==> src/rtl/day1_line_digits.sv <==
// Streaming calibration-line decoder: finds the first and last digit of each
// ASCII line (optionally spelled-out words) and emits 10*first + last per line.
module day1_line_digits #(
    parameter bit SPELLED = 1'b1
) (
    input  logic        clk,
    input  logic        rst,
    input  logic        tvalid_rx,
    output logic        tready_rx,
    input  logic [7:0]  tdata_rx,
    input  logic        tlast_rx,
    output logic        tvalid_tx,
    input  logic        tready_tx,
    output logic [7:0]  tdata_tx,
    output logic        tlast_tx,
    output logic [15:0] line_count
);

    logic [31:0] hist_q, hist_d;
    logic [3:0]  first_q, first_d;
    logic [3:0]  last_q, last_d;
    logic        seen_q, seen_d;
    logic        tvalid_q, tvalid_d;
    logic [7:0]  tdata_q, tdata_d;
    logic [15:0] count_q, count_d;

    logic [39:0] win;
    logic        dig_found;
    logic [3:0]  dig_val;
    logic        accept;
    logic [3:0]  first_eff, last_eff;
    logic [6:0]  line_val;

    assign tready_rx  = !tvalid_q || tready_tx;
    assign accept     = tvalid_rx && tready_rx;
    assign tvalid_tx  = tvalid_q;
    assign tdata_tx   = tdata_q;
    assign tlast_tx   = 1'b0;
    assign line_count = count_q;

    // Oldest byte in the top slice; the current byte closes the window.
    assign win = {hist_q, tdata_rx};

    always_comb begin
        dig_found = 1'b0;
        dig_val   = 4'd0;
        if (tdata_rx >= 8'h30 && tdata_rx <= 8'h39) begin
            dig_found = 1'b1;
            dig_val   = tdata_rx[3:0];
        end else if (SPELLED) begin
            if (win[23:0] == "one") begin
                dig_found = 1'b1; dig_val = 4'd1;
            end else if (win[23:0] == "two") begin
                dig_found = 1'b1; dig_val = 4'd2;
            end else if (win[39:0] == "three") begin
                dig_found = 1'b1; dig_val = 4'd3;
            end else if (win[31:0] == "four") begin
                dig_found = 1'b1; dig_val = 4'd4;
            end else if (win[31:0] == "five") begin
                dig_found = 1'b1; dig_val = 4'd5;
            end else if (win[23:0] == "six") begin
                dig_found = 1'b1; dig_val = 4'd6;
            end else if (win[39:0] == "seven") begin
                dig_found = 1'b1; dig_val = 4'd7;
            end else if (win[39:0] == "eight") begin
                dig_found = 1'b1; dig_val = 4'd8;
            end else if (win[31:0] == "nine") begin
                dig_found = 1'b1; dig_val = 4'd9;
            end
        end
    end

    // Line result must include a digit found on the closing beat itself.
    always_comb begin
        first_eff = (dig_found && !seen_q) ? dig_val : first_q;
        last_eff  = dig_found ? dig_val : last_q;
        if (seen_q || dig_found) begin
            line_val = {first_eff, 3'b000} + {2'b00, first_eff, 1'b0} + {3'b000, last_eff};
        end else begin
            line_val = 7'd0;
        end
    end

    always_comb begin
        hist_d  = hist_q;
        first_d = first_q;
        last_d  = last_q;
        seen_d  = seen_q;
        if (accept) begin
            if (tlast_rx) begin
                hist_d  = 32'd0;
                first_d = 4'd0;
                last_d  = 4'd0;
                seen_d  = 1'b0;
            end else begin
                hist_d = {hist_q[23:0], tdata_rx};
                if (dig_found) begin
                    first_d = first_eff;
                    last_d  = dig_val;
                    seen_d  = 1'b1;
                end
            end
        end
    end

    always_comb begin
        tvalid_d = tvalid_q;
        tdata_d  = tdata_q;
        count_d  = count_q;
        if (tvalid_q && tready_tx) begin
            tvalid_d = 1'b0;
            count_d  = count_q + 16'd1;
        end
        if (accept && tlast_rx) begin
            tvalid_d = 1'b1;
            tdata_d  = {1'b0, line_val};
        end
    end

    always_ff @(posedge clk or negedge rst) begin
        if (!rst) begin
            hist_q   <= 32'd0;
            first_q  <= 4'd0;
            last_q   <= 4'd0;
            seen_q   <= 1'b0;
            tvalid_q <= 1'b0;
            tdata_q  <= 8'd0;
            count_q  <= 16'd0;
        end else begin
            hist_q   <= hist_d;
            first_q  <= first_d;
            last_q   <= last_d;
            seen_q   <= seen_d;
            tvalid_q <= tvalid_d;
            tdata_q  <= tdata_d;
            count_q  <= count_d;
        end
    end

endmodule

==> config.mk <==
export PLATFORM = sky130hd
export DESIGN_NAME = day1_line_digits
export DESIGN_NICKNAME = d
export VERILOG_FILES = /design/src/rtl/day1_line_digits.sv
export SDC_FILE = /design/constraint.sdc
export NUM_CORES = 1
export LEC_CHECK = 0
export CAP_MARGIN = 10
export CORE_ASPECT_RATIO = 1.5
export CORE_MARGIN = 1.5
export CORE_UTILIZATION = 51
export CTS_CLUSTER_DIAMETER = 80
export CTS_CLUSTER_SIZE = 16
export DETAILED_ROUTE_END_ITERATION = 10
export GPL_TIMING_DRIVEN = 0
export HOLD_SLACK_MARGIN = 0.08
export PLACE_DENSITY = 0.76
export SLEW_MARGIN = 20
export SYNTH_ARGS = -nofsm -noshare
export SYNTH_HDL_FRONTEND = slang
export SYNTH_SLANG_ARGS = --single-unit
==> constraint.sdc <==
create_clock -name clk -period 3.8 [get_ports clk]
set_clock_uncertainty 0.1 [all_clocks]
set_input_delay 0.76 -clock clk [delete_from_list [all_inputs] [get_ports clk]]
set_output_delay 0.76 -clock clk [all_outputs]
set_load 0.05 [all_outputs]
==> out/qor.yml, run 1 <==
final_util_pct: 69.4
path_max_fanout: 5
htree_levels: 3
endpoint_kind: "flip-flop"
io_buffers: 37
finalCritPeriodShare_pct: 103
arrival_ns: 4.05
clk_latency_ns: 0.35
violations: "setup timing"
ant_nets: 0
initial_core_util_pct: 52.8
multiInputGateArea_mm2: 0.00217
antenna_found_initial: 0
place_congestion: 0.898
crit_required_ns: 3.95
relSlewSlack_pct: 61.7
via_per_inst: 5.94
drt_iter0_markers: 205
async_flop_share_pct: 100
wl_per_cell_um: 17.6
power_leakage_nw: 2.28
synth-seq-area-share_pct: 44.7
clockRootBuffer: "clkbuf_8"
ys_warn_count: 0
grt_max_degree: 55
die_w_um: 72
wirelength_um: 9270
ir_drop_mv: 0.342
drv_slew: 0
dieArea_mm2: 0.00767
finalSetupViolCount: 2
post-place-ws_ns: -1.12
mostFrequentLayoutCells: "84 x nand2_1, 62 x dfrtp_1, 34 x nand3b_1, 32 x buf_4, 28 x clkdlybuf4s50_1"
hold_path.class: "in -> async"
netlist_area_mm2: 0.00364
crit_path_start_kind: "flip-flop"
power_mw: 1.74
critPathKind: "reg -> reg"
mostFrequentLayoutCell: "nand2_1"
final_nets: 466
holdBufCountCts: 0
die_h_um: 107
fillers: 502
clock_sinks: 65
status: "finished, violations left"
grt_pass1_wl_um: 14800
num_vias: 3125
area_delta_synth_final_pct: 31.4
path_clk_slew_ns: 0.09
finalCriticalPeriod_ns: 3.91
grt-ovfl-total: 0
clk_path_buf_depth: 2
syn_area_per_cell_um2: 10.0
drive_gt1_share_pct: 24.8
cts_tree: "built"
row_count: 37
power_density_mw_per_mm2: 364
worstMarginPinSlew_ns: 0.575
fin_ws_ns: -0.105
core_mm2: 0.00690
rsz0062_at_grt: "yes"
regArea_mm2: 0.00163
first_global_vias: 3060
ys.flop_type: "dfrtp_1"
synth_cells: 363
drc: 0
hold_viol: 0
numCtsBuffers: 9
synth_cell_types: 60
num_antenna_cells: 0
yosys_register_bits: 65
max_freq_mhz: 256
worst_hold_slack_ns: 0.137
track_usage_pct: 24.9
num_io_pins: 40
drv_cap: 0
first_pass_iters: 5
dp_hpwl_um: 6220
synth_edf_count: 0
-- metrics by stage --
step | cell area, um^2 | setup TNS (ns) | std cells
final | 4780 | -0.161 | 526
after global routing | 4780 | -0.453 | 526
after floorplan | 3710 | -0.105 | 364
after CTS | 4600 | -0.204 | 514
after global placement | 4180 | -18.51 | 479
after detailed placement | 4200 | -4.06 | 480
-- cells in the mapped netlist (all sizes together) (5+ instances only) --
library cell  instances  area share [%]
and3                  6             1.0
nand3                 6            0.96
nor2                 16             1.6
a31oi                 7             1.6
dfrtp                65              45
nand3b               34             7.0
nand2                85             8.8
nor4                  8             2.7
clkbuf               11             1.1
a22o                  9             2.2
nand4                11             2.3
and4bb                7             2.4
ha                    8             2.7
a21oi                 5            0.69
xor2                  8             1.9
nor3                  5             1.1
xnor2                11             2.6
-- final timing paths --
| path | depth (start not counted) | to | start | slack, ns |
|---|---|---|---|---|
| setup reg to reg | 15 | tdata_tx[6] | hist_q[7] | -0.11 |
| hold reg to reg | 2 | hist_q[30] | hist_q[30] | 0.37 |
| min in group clk | 2 | hist_q[30] | hist_q[30] | 0.37 |
| setup / recovery | 15 | tdata_tx[6] | hist_q[7] | -0.11 |
| hold / removal | 1 | line_count[14] | rst | 0.14 |
| max in group asynchronous | 2 | hist_q[3] | rst | 2.92 |
-- cells by family (layout without fill, tap and decap cells) --
family                   count (synthesis)  in the layout  share of synthesized area (%)
AO/OA/AOI/OAI                           40             40                           9.21
XOR/XNOR                                19             19                           4.57
adder cells (fa/ha/maj)                 10             10                           3.85
buffers and inverters                   19            103                           2.16
flip-flops                              65             65                           44.7
multiplexers                             3              3                           1.03
other                                    1              2                          0.103
AND/OR/NAND/NOR                        206            206                           34.4
-- layer usage --
| metal | GRT usage (%) | wire (um) | vias to the layer above |
|---|---|---|---|
| met5 | 0 | 0 | - |
| met4 | 12.9 | 256 | 0 |
| met3 | 3.51 | 352 | 21 |
| met2 | 43.0 | 4880 | 101 |
| met1 | 29.6 | 3780 | 1541 |
| li1 | - | - | 1462 |
-- report_power, final --
group / internal [mW] / switching, mW
Clock: 0.248 / 0.307
Sequential: 0.746 / 0.0738
Combinational: 0.141 / 0.225
-- critical path: stages, from the launching register on --
cell and delay (ns):
dfrtp_1 0.42, and4b_2 0.39, nand4_1 0.21, nor4_4 0.41, nor4_4 0.10, a31oi_4 0.28, mux2_4 0.22, inv_2 0.04
fa_1 0.54, inv_2 0.05, fa_2 0.33, a21o_1 0.17, a21oi_2 0.18, xnor2_1 0.14, nand4_1 0.11, o311ai_2 0.10
-- sequential cells by signal, indices dropped and copies added, names as in the netlist --
name        count
first_q         4
hist_q         32
last_q          4
line_count     16
seen_q          1
tdata_tx        7
tvalid_tx       1
-- cell type report --
type | instances | share of cell area [%]
tap | 78 | 2.04
inverter | 4 | 0.314
multi-input combinational | 280 | 45.3
sequential | 65 | 34.1
buffer | 15 | 1.33
clock buffer | 9 | 2.59
clock inverter | 7 | 1.23
timing repair buffer | 68 | 13.1
-- timing repair --
item                                    in CTS  in global routing
resized for setup                           58                 14
pin swaps                                   32                 28
endpoints found under the setup margin       4                  3
setup buffers                               19                 12
No activity file was read; power rests on OpenSTA's default activity.
==> run 2, diff against run 1 <==
--- a/config.mk
+++ b/config.mk
@@ -5,6 +5,7 @@
 export SDC_FILE = /design/constraint.sdc
 export NUM_CORES = 1
 export LEC_CHECK = 0
+export ABC_AREA = 1
 export CAP_MARGIN = 10
 export CORE_ASPECT_RATIO = 1.5
 export CORE_MARGIN = 1.5
==> out/qor.yml, run 2 <==
p_clk_share_pct: 33.6
clock_sinks: 65
hold_path.class: "in -> async"
final_util_pct: 64.6
numCtsBuffers: 9
synth_xor_area_share_pct: 4.14
seqPwrFrac_pct: 44.8
drive_gt1_share_pct: 15.7
num_antenna_cells: 0
largest-register: "hist_q"
initial_core_util_pct: 52.5
post-place-ws_ns: -0.600
arrival_ns: 3.82
slowest_stage: "fa_1"
grt-ovfl-total: 0
switching_share_pct: 33.3
clk_latency_ns: 0.34
power_mw: 1.79
power_density_mw_per_mm2: 405
fillers: 607
clk_path_buf_depth: 2
yosysTopAreaCellShare_pct: 45.2
mostFrequentLayoutCells: "103 x nand2_1, 65 x dfrtp_1, 59 x inv_1, 43 x nor2_1, 32 x o22ai_1"
mostFrequentLayoutCell: "nand2_1"
first_pass_iters: 7
path_clk_slew_ns: 0.08
reg2reg_from: "hist_q[1]"
slowest_delay_ns: 0.51
max_freq_mhz: 275
ir_drop_mv: 0.430
synth_top_family_by_area: "simple AND/OR/NAND/NOR gates"
pwr-share-comb_pct: 21.6
ys_warn_count: 0
grt_max_degree: 35
netlist_top_cells_count: "107 x nand2_1, 65 x dfrtp_1, 61 x inv_1, 47 x nor2_1, 32 x o22ai_1"
synth-seq-area-share_pct: 45.2
core_mm2: 0.00685
first_global_vias: 3121
yosys_register_bits: 65
drv_cap: 0
num_vias: 3113
critPathKind: "in -> reg"
startpoint: "tdata_rx[0]"
syn_area_per_cell_um2: 8.04
num_io_pins: 40
drv_slew: 0
synth_edf_count: 0
htree_levels: 3
row_count: 37
via_per_inst: 5.31
switching_power_uw: 596
critPathBufInv: 5
hold_viol: 0
place_congestion: 0.899
finalSetupTns_ns: 0
worstMarginPinSlew_ns: 0.584
power_leakage_nw: 2.15
endpoint_kind: "flip-flop"
worst_hold_slack_ns: 0.244
drt_iter0_markers: 192
synth_compound_area_share_pct: 9.15
io_buffers: 37
cp_top_family: "simple AND/OR/NAND/NOR gates"
clockRootBuffer: "clkbuf_8"
final_nets: 526
finalCritPeriodShare_pct: 95.7
grt_pass1_wl_um: 13900
wl_per_cell_um: 14.5
synth-simple-area-share_pct: 28.6
relSlewSlack_pct: 60.7
dp_hpwl_um: 6390
synth_cell_types: 40
finalSetupViolCount: 0
ant_nets: 0
crit_required_ns: 3.98
synth_most_common_cell: "nand2_1"
netlist_area_mm2: 0.00360
antenna_found_initial: 0
path_max_fanout: 6
area_delta_synth_final_pct: 23.0
dieArea_mm2: 0.00757
async_flop_share_pct: 100
fin_ws_ns: 0.163
crit_path_start_kind: "input port"
ys.flop_type: "dfrtp_1"
finalCriticalPeriod_ns: 3.64
synth_cells: 447
yosys.area.top_type: "dfrtp_1"
drc: 0
die_w_um: 71.6
wirelength_um: 8480
crit_chain: "dlygate4sd2_1 -> inv_1 -> nand2_1 -> nor2_1 -> nand3_1 -> nor2_1 -> nand2_1 -> nand2_2 -> nor2_4 -> nand3_4 -> nand2_8 -> clkinv_8 -> nand2_2 -> o21ai_4 -> fa_1 -> inv_1 -> fa_2 -> a31oi_4 -> inv_1 -> nand3_1 -> nand3_1 -> nand2_1"
die_h_um: 106
synth.area.mux_share_pct: 0
p_int_mw: 1.19
track_usage_pct: 23.6
largest_reg_flops: 32
status: "completed"
synthAdderAreaFrac_pct: 3.90
cts_tree: "built"
synth_area_leaders: "dfrtp_1 45%, nand2_1 11%, inv_1 6.4%"
-- run 2: cell count changes in the layout (fill, tap and decap cells not counted), sizes merged, moves of 6 or more --
cell	change
inv	+63
nor2	+38
buf	-34
nand3b	-33
o22ai	+32
nand2	+31
nand3	+26
a22o	-9
and4bb	-7
a31oi	-6
and3	-6
nor4	-6
xnor2	-6
-- run 2: area by class of cell --
| type | instances | area [um^2] | share of cell area [%] |
|---|---|---|---|
| clock inverters | 6 | 65.1 | 1.47 |
| plain buffers | 8 | 37.5 | 0.848 |
| well taps | 78 | 97.6 | 2.21 |
| repair buffers | 44 | 434 | 9.81 |
| multi-input cells | 302 | 1740 | 39.3 |
| flip-flops and latches | 65 | 1630 | 36.8 |
| inverters | 73 | 289 | 6.53 |
| clock buffers | 10 | 138 | 3.11 |
-- run 2: timing repair --
action                                  4_1_cts  5_1_grt
hold buffers                                  0        0
pin swaps                                     1       13
buffers inserted                              0        6
endpoints found under the setup margin        2        4
gates resized for setup                       8       22
-- run 2: path summary, 6_finish.rpt --
path                                   to  slack [ns]  cells after the start
setup reg to reg              tdata_tx[6]        0.46                     19
setup / recovery              tdata_tx[6]        0.16                     22
hold reg to reg            line_count[15]        0.37                      1
hold / removal                  hist_q[3]        0.24                      1
min in group clk           line_count[15]        0.37                      1
max in group asynchronous      hist_q[21]        2.84                      2
-- run 2: worst register-to-register path, stage by stage (launching register included) --
cell,delay (ns)
dfrtp_1,0.43
inv_2,0.12
nand2_1,0.08
nor2_1,0.20
nand3_1,0.13
nor2_2,0.13
nand2_1,0.11
and2_1,0.17
nand4_1,0.08
o21ai_2,0.09
nand2_2,0.13
o21ai_4,0.08
fa_1,0.51
inv_1,0.06
fa_2,0.38
a31oi_4,0.20
inv_1,0.06
nand3_1,0.07
nand3_1,0.09
nand2_1,0.07
-- run 2: cells by family (layout without fill, tap and decap cells) --
family,after synthesis,count (layout)
xor+xnor,17,17
buf+inv,81,141
compound gates,47,47
other cells,1,2
fa+ha+maj,10,10
flops,65,65
simple gates,226,226
-- run 2: routing by layer --
layer	share of wire, %	GRT usage [%]	vias to the layer above
met1	41	27.2	1457
li1	-	-	1550
met5	0	0	-
met3	3.2	3.63	17
met2	53	41.8	89
met4	2.2	11.9	0
-- run 2: power by group through the flow --
| stage | clock, mW | sequential, mW | combinational [mW] |
|---|---|---|---|
| 2_1_floorplan | 0 | 0.906 | 0.150 |
| 3_3_place_gp | 0 | 0.814 | 0.374 |
| 3_5_place_dp | 0 | 0.815 | 0.384 |
| 4_1_cts | 0.609 | 0.802 | 0.385 |
| 5_1_grt | 0.637 | 0.809 | 0.418 |
| 6_report | 0.601 | 0.802 | 0.387 |
-- run 2: stage by stage --
| step | instances | cell area [um^2] |
|---|---|---|
| 5_1_grt | 586 | 4420 |
| 3_3_place_gp | 563 | 4070 |
| 4_1_cts | 580 | 4300 |
| 6_report | 586 | 4420 |
| 2_1_floorplan | 448 | 3600 |
| 3_5_place_dp | 564 | 4090 |
==> run 3, diff against run 2 <==
--- a/config.mk
+++ b/config.mk
@@ -16,6 +16,7 @@
 export GPL_TIMING_DRIVEN = 0
 export HOLD_SLACK_MARGIN = 0.08
 export PLACE_DENSITY = 0.76
+export RECOVER_POWER = 25
 export SLEW_MARGIN = 20
 export SYNTH_ARGS = -nofsm -noshare
 export SYNTH_HDL_FRONTEND = slang
==> out/qor.yml, run 3 (same netlist as run 2, synthesis figures left out) <==
crit_chain: "dlygate4sd2_1 -> inv_1 -> nand2_1 -> nor2_1 -> nand3_1 -> nor2_1 -> nand2_1 -> nand2_2 -> nor2_4 -> nand3_4 -> nand2_8 -> clkinv_8 -> nand2_2 -> o21ai_4 -> fa_1 -> inv_1 -> fa_2 -> a31oi_4 -> inv_1 -> nand3_1 -> nand3_1 -> nand2_1"
path_max_fanout: 6
hold_path_startpoint: "line_count[15]"
post_dp_cell_area_mm2: 0.00409
reg2reg_from: "hist_q[1]"
power_leakage_nw: 2.15
max_freq_mhz: 275
mostFrequentLayoutCell: "nand2_1"
final_nets: 526
wirelength_um: 8460
cts_tree: "built"
first_global_vias: 3121
endpoint_kind: "flip-flop"
slowest_delay_ns: 0.51
drc: 0
drt_iter0_markers: 198
arrival_ns: 3.82
crit_required_ns: 3.98
num_antenna_cells: 0
antenna_found_initial: 0
min_to: "line_count[15]"
dieArea_mm2: 0.00757
timing.rr.end: "tdata_tx[6]"
num_io_pins: 40
worstMarginPinSlew_ns: 1.71
num_vias: 3116
wl_per_cell_um: 14.4
reg2reg_slack_ns: 0.47
path_clk_slew_ns: 0.07
grt_pass1_wl_um: 13900
mostFrequentLayoutCells: "103 x nand2_1, 65 x dfrtp_1, 59 x inv_1, 43 x nor2_1, 32 x o22ai_1"
place_congestion: 0.899
crit_path_start_kind: "input port"
first_pass_iters: 7
hold_viol: 0
die_w_um: 71.6
dp_hpwl_um: 6390
drv_slew: 33
io_buffers: 37
die_h_um: 106
min_path_cells: 1
ir_drop_mv: 0.430
core_mm2: 0.00685
cp_top_family: "simple AND/OR/NAND/NOR gates"
power_mw: 1.79
clk_latency_ns: 0.34
drive_gt1_share_pct: 15.4
via_per_inst: 5.32
worst_r2r_path_depth: 19
ant_nets: 0
violations: "capacitance limit, slew limit"
numCtsBuffers: 9
finalSetupViolCount: 0
area_delta_synth_final_pct: 22.7
power_density_mw_per_mm2: 405
grt-ovfl-total: 0
initial_core_util_pct: 52.5
finalCriticalPeriod_ns: 3.64
drv_cap: 1
finalCritPeriodShare_pct: 95.7
grt_max_degree: 35
relSlewSlack_pct: -14.0
clk_path_buf_depth: 2
largest_reg_flops: 32
hold_path.class: "reg -> reg"
critPathKind: "in -> reg"
track_usage_pct: 23.6
largest-register: "hist_q"
row_count: 37
fin_area_mm2: 0.00441
htree_levels: 3
clock_sinks: 65
status: "finished, violations left"
slowest_stage: "fa_1"
critPathBufInv: 5
clockRootBuffer: "clkbuf_8"
[run 3: changes by cell type in the layout (fill, tap and decap cells not counted)]
| cell | delta |
|---|---|
| dlymetal6s2s_1 | +1 |
| buf_12 | -1 |
| buf_4 | -1 |
| clkbuf_1 | +1 |
[run 3: final cells by class]
cell class	count	area [um^2]
clock inverters	6	65.1
inverters	73	289
multi-input cells	302	1740
fillers	607	2440
well taps	78	97.6
clock buffers	10	138
flip-flops and latches	65	1630
repair buffers	44	423
plain buffers	8	37.5
[run 3: per-layer routing]
metal	vias to the layer above	share of wire [%]	global-route usage, %
met3	16	3.2	3.63
li1	1550	-	-
met1	1457	41	27.2
met2	93	53	41.8
met5	-	0	0
met4	0	2.1	11.9
[run 3: per-stage QoR]
step	util, %	worst slack (ns)	std cells	hold WS (ns)	setup TNS [ns]
global route	64.4	-0.0302	586	0.388	-0.0302
floorplan	-	0.367	448	0.349	0
global placement	59.4	-0.603	563	0.361	-16.61
finish	64.4	0.165	586	0.371	0
detailed placement	59.6	-0.600	564	0.365	-1.55
CTS	62.7	0.0276	580	0.258	0
[run 3: worst reg2reg max path, cell delays in order (launching register included)]
cell	delay (ns)
dfrtp_1	0.42
inv_2	0.12
nand2_1	0.08
nor2_1	0.20
nand3_1	0.13
nor2_2	0.13
nand2_1	0.11
and2_1	0.17
nand4_1	0.08
o21ai_2	0.09
nand2_2	0.13
o21ai_4	0.08
fa_1	0.51
inv_1	0.06
fa_2	0.38
a31oi_4	0.20
inv_1	0.06
nand3_1	0.07
nand3_1	0.09
nand2_1	0.07
[run 3: worst max-delay path by stage]
| stage | end | slack (ns) | start | cells after the start |
|---|---|---|---|---|
| after CTS | tdata_tx[6] | 0.03 | tdata_rx[5] | 20 |
| final | tdata_tx[6] | 0.16 | tdata_rx[0] | 22 |
| after floorplan | tdata_tx[6] | 0.37 | tdata_rx[7] | 19 |
| after global placement | tdata_tx[6] | -0.60 | tdata_rx[2] | 19 |
| after global routing | tdata_tx[6] | -0.03 | tdata_rx[4] | 21 |
| after detailed placement | tdata_tx[6] | -0.60 | tdata_rx[2] | 19 |
[run 3: what timing repair did]
action                     CTS  global route
setup buffers                0             6
pin swaps                    1            13
cloned                       0             0
resized for setup            8            22
hold buffers                 0             0
setup endpoints to repair    2             4
[run 3: power by group]
| group | internal (mW) | switching (mW) | leakage [nW] |
|---|---|---|---|
| sequential | 0.749 | 0.0527 | 0.874 |
| combinational | 0.122 | 0.263 | 1.17 |
| clock | 0.322 | 0.279 | 0.103 |
| total | 1.19 | 0.595 | 2.15 |
==> RTL edit, RTL diff (config.mk and constraints of run 2) <==
Put one more register stage on the output `line_count`. The value now appears one clock later. The other outputs are not delayed to match.
--- a/src/rtl/day1_line_digits.sv
+++ b/src/rtl/day1_line_digits.sv
@@ -37,5 +37,7 @@
     assign tdata_tx   = tdata_q;
     assign tlast_tx   = 1'b0;
-    assign line_count = count_q;
+    always_ff @(posedge clk) begin
+        line_count <= count_q;
+    end
 
     // Oldest byte in the top slice; the current byte closes the window.
Function: changed (a bounded check fails within 4 cycles, from zero or initial values and one cycle with rst low).
==> RTL edit against run 2 <==
  * Wire length up 16%
  * Cell area increased by 9.3%
  * Synthesized area rose by 8.2%
  * Sequential share of layout area up 3.5 points
  * Clock power grew 4.5%
  * Worst setup slack better by 0.040 ns
  * Count of clock-buffer cells in the layout did not move
  * First-iteration DRC count rose by 7.3%
  * Total power increased by 13%
  * Sequential cell count grew 16
  * Sequential power is 26% higher
  * Hold slack worse by 0.11 ns
==> RTL edit: results (changes against run 2) <==
Logic synthesis
  – Library cells used by synthesis: 39 (was 40)
  – Dominant cells by area after synthesis: dfrtp_1 (42%), nand2_1 (12%), dfxtp_1 (8.2%) (was dfrtp_1 (45%), nand2_1 (11%), inv_1 (6.4%))
  – Register area share after synthesis: 50.0% (was 45.2%)
  – Post-synth top cells: nand2_1 (121), dfrtp_1 (65), inv_1 (60) (was nand2_1 (107), dfrtp_1 (65), inv_1 (61))
  – Asr flop ratio synth: 80.2% (was 100%)

Drt
  – Met2 WL: 5260 um (was 4510 um)
  – Initial DRC Count: 206 (was 192)
  – Final WL: 9860 um (was 8480 um)
  – Met3 Wirelength: 398 um (was 271 um)
  – Met1 wire length: 3710 um (was 3510 um)
  – Drt pass-1 iters: 5 (was 7)
  – Routed vias/inst: 5.21 (was 5.31)

Timing
  – Worst Tran Pin Value: 0.570 ns (was 0.584 ns)

Cells and area
  – Layout cells sized above 1: 17.0% (was 15.7%)
  – # fillers: 650 (was 607)
  – Fin nets: 548 (was 526)

Clock tree
  – CTS buffer count: 9 (unchanged)
  – Skew-Pair Late Insertion Delay: 0.37 ns (was 0.34 ns)

Placement
  – Dpl hpwl: 7200 um (was 6390 um)
  – Post-Place Setup Slack: -0.698 ns (was -0.600 ns)
  – Final GP Congestion: 0.904 (was 0.899)

GRT
  – Vias in the first global route: 3401 (was 3121)
  – Largest net degree at the start of global routing: 53 (was 35)
  – First-pass GRT wire length: 15500 um (was 13900 um)
  – Initial antenna violation count: 0 (unchanged)
  – Gr usage total: 25.7% (was 23.6%)

Power
  – Leakage: 2.34 nW (was 2.15 nW)
  – VDD IR max: 333 uV (was 430 uV)

Run status
  – Status: finished clean (unchanged)

Setup path
  – Critical Path AT: 3.80 ns (was 3.82 ns)
  – Crit-path max FO: 4 (was 6)
RTL edit: critical path: stages:
cell and delay [ns]:
dlygate4sd2_1 0.29, inv_1 0.09, nand2_1 0.09, nor2_4 0.20, nand3_2 0.12, nor2_4 0.13, nand2_2 0.07, and2_1 0.16
nand4_1 0.08, o21ai_2 0.09, nand2_2 0.12, o21ai_4 0.08, fa_1 0.56, inv_2 0.05, fa_2 0.37, a31oi_4 0.25
inv_2 0.06, nand3_2 0.07, nand3_2 0.08, nand2_1 0.08
RTL edit: path summary, 6_finish.rpt:
kind / endpoint / cells past startpoint / slack [ns] / from
min in group clk: line_count[15] / 0 / 0.30 / count_q[15]
max reg2reg: tdata_tx[6] / 20 / 0.36 / hist_q[1]
min reg2reg: line_count[15] / 0 / 0.30 / count_q[15]
max: tdata_tx[6] / 20 / 0.20 / tdata_rx[4]
min: hist_q[24] / 1 / 0.14 / rst
max in group asynchronous: first_q[1] / 2 / 2.95 / rst
RTL edit: routing by layer:
layer / GRT usage (%) / up-vias
li1: - / 1599
met1: 26.9 / 1538
met2: 45.3 / 111
met3: 6.00 / 36
met4: 16.1 / 0
met5: 0 / -
RTL edit: final cells by class:
class                           count  area (sq um)  area share (%)
Sequential cell                    81          1950            40.2
Multi-Input combinational cell    305          1790            37.0
Clock buffer                       10           149            3.08
Buffer                              9          42.5           0.879
Timing Repair Buffer               46           460            9.52
Inverter                           73           279            5.77
Tap cell                          100           125            2.59
Clock inverter                      6          45.0           0.931
RTL edit: per-stage QoR:
step	hold slack (ns)	setup TNS [ns]	utilization (%)	std cells	area, sq um
floorplan	0.266	0	-	468	3890
global placement	0.288	-16.48	60.0	605	4390
detailed placement	0.277	-1.74	60.3	606	4420
CTS	0.133	0	63.7	625	4670
global route	0.135	0	66.1	630	4840
finish	0.135	0	66.1	630	4840
RTL edit: cells by family (layout without fill, tap and decap cells):
family	count (synthesis)	after routing	synth area share, %
and+or+nand+nor	229	229	26.3
buffers and inverters	82	144	8.20
DFF	81	81	50.0
AOI/OAI and AO/OA	47	47	7.97
xor gates and xnor gates	17	17	3.83
adders and majority gates	10	10	3.60
other	1	2	0.0964
RTL edit: power breakdown:
group          switching [mW]  internal (mW)
combinational           0.270          0.125
sequential             0.0618          0.944
clock                   0.344          0.284
total                   0.676           1.35
RTL edit: timing repair:
item | in CTS | in global routing
pin swaps | 5 | 19
endpoints found under the setup margin | 2 | 3
setup buffers | 3 | 5
gates resized for setup | 15 | 33
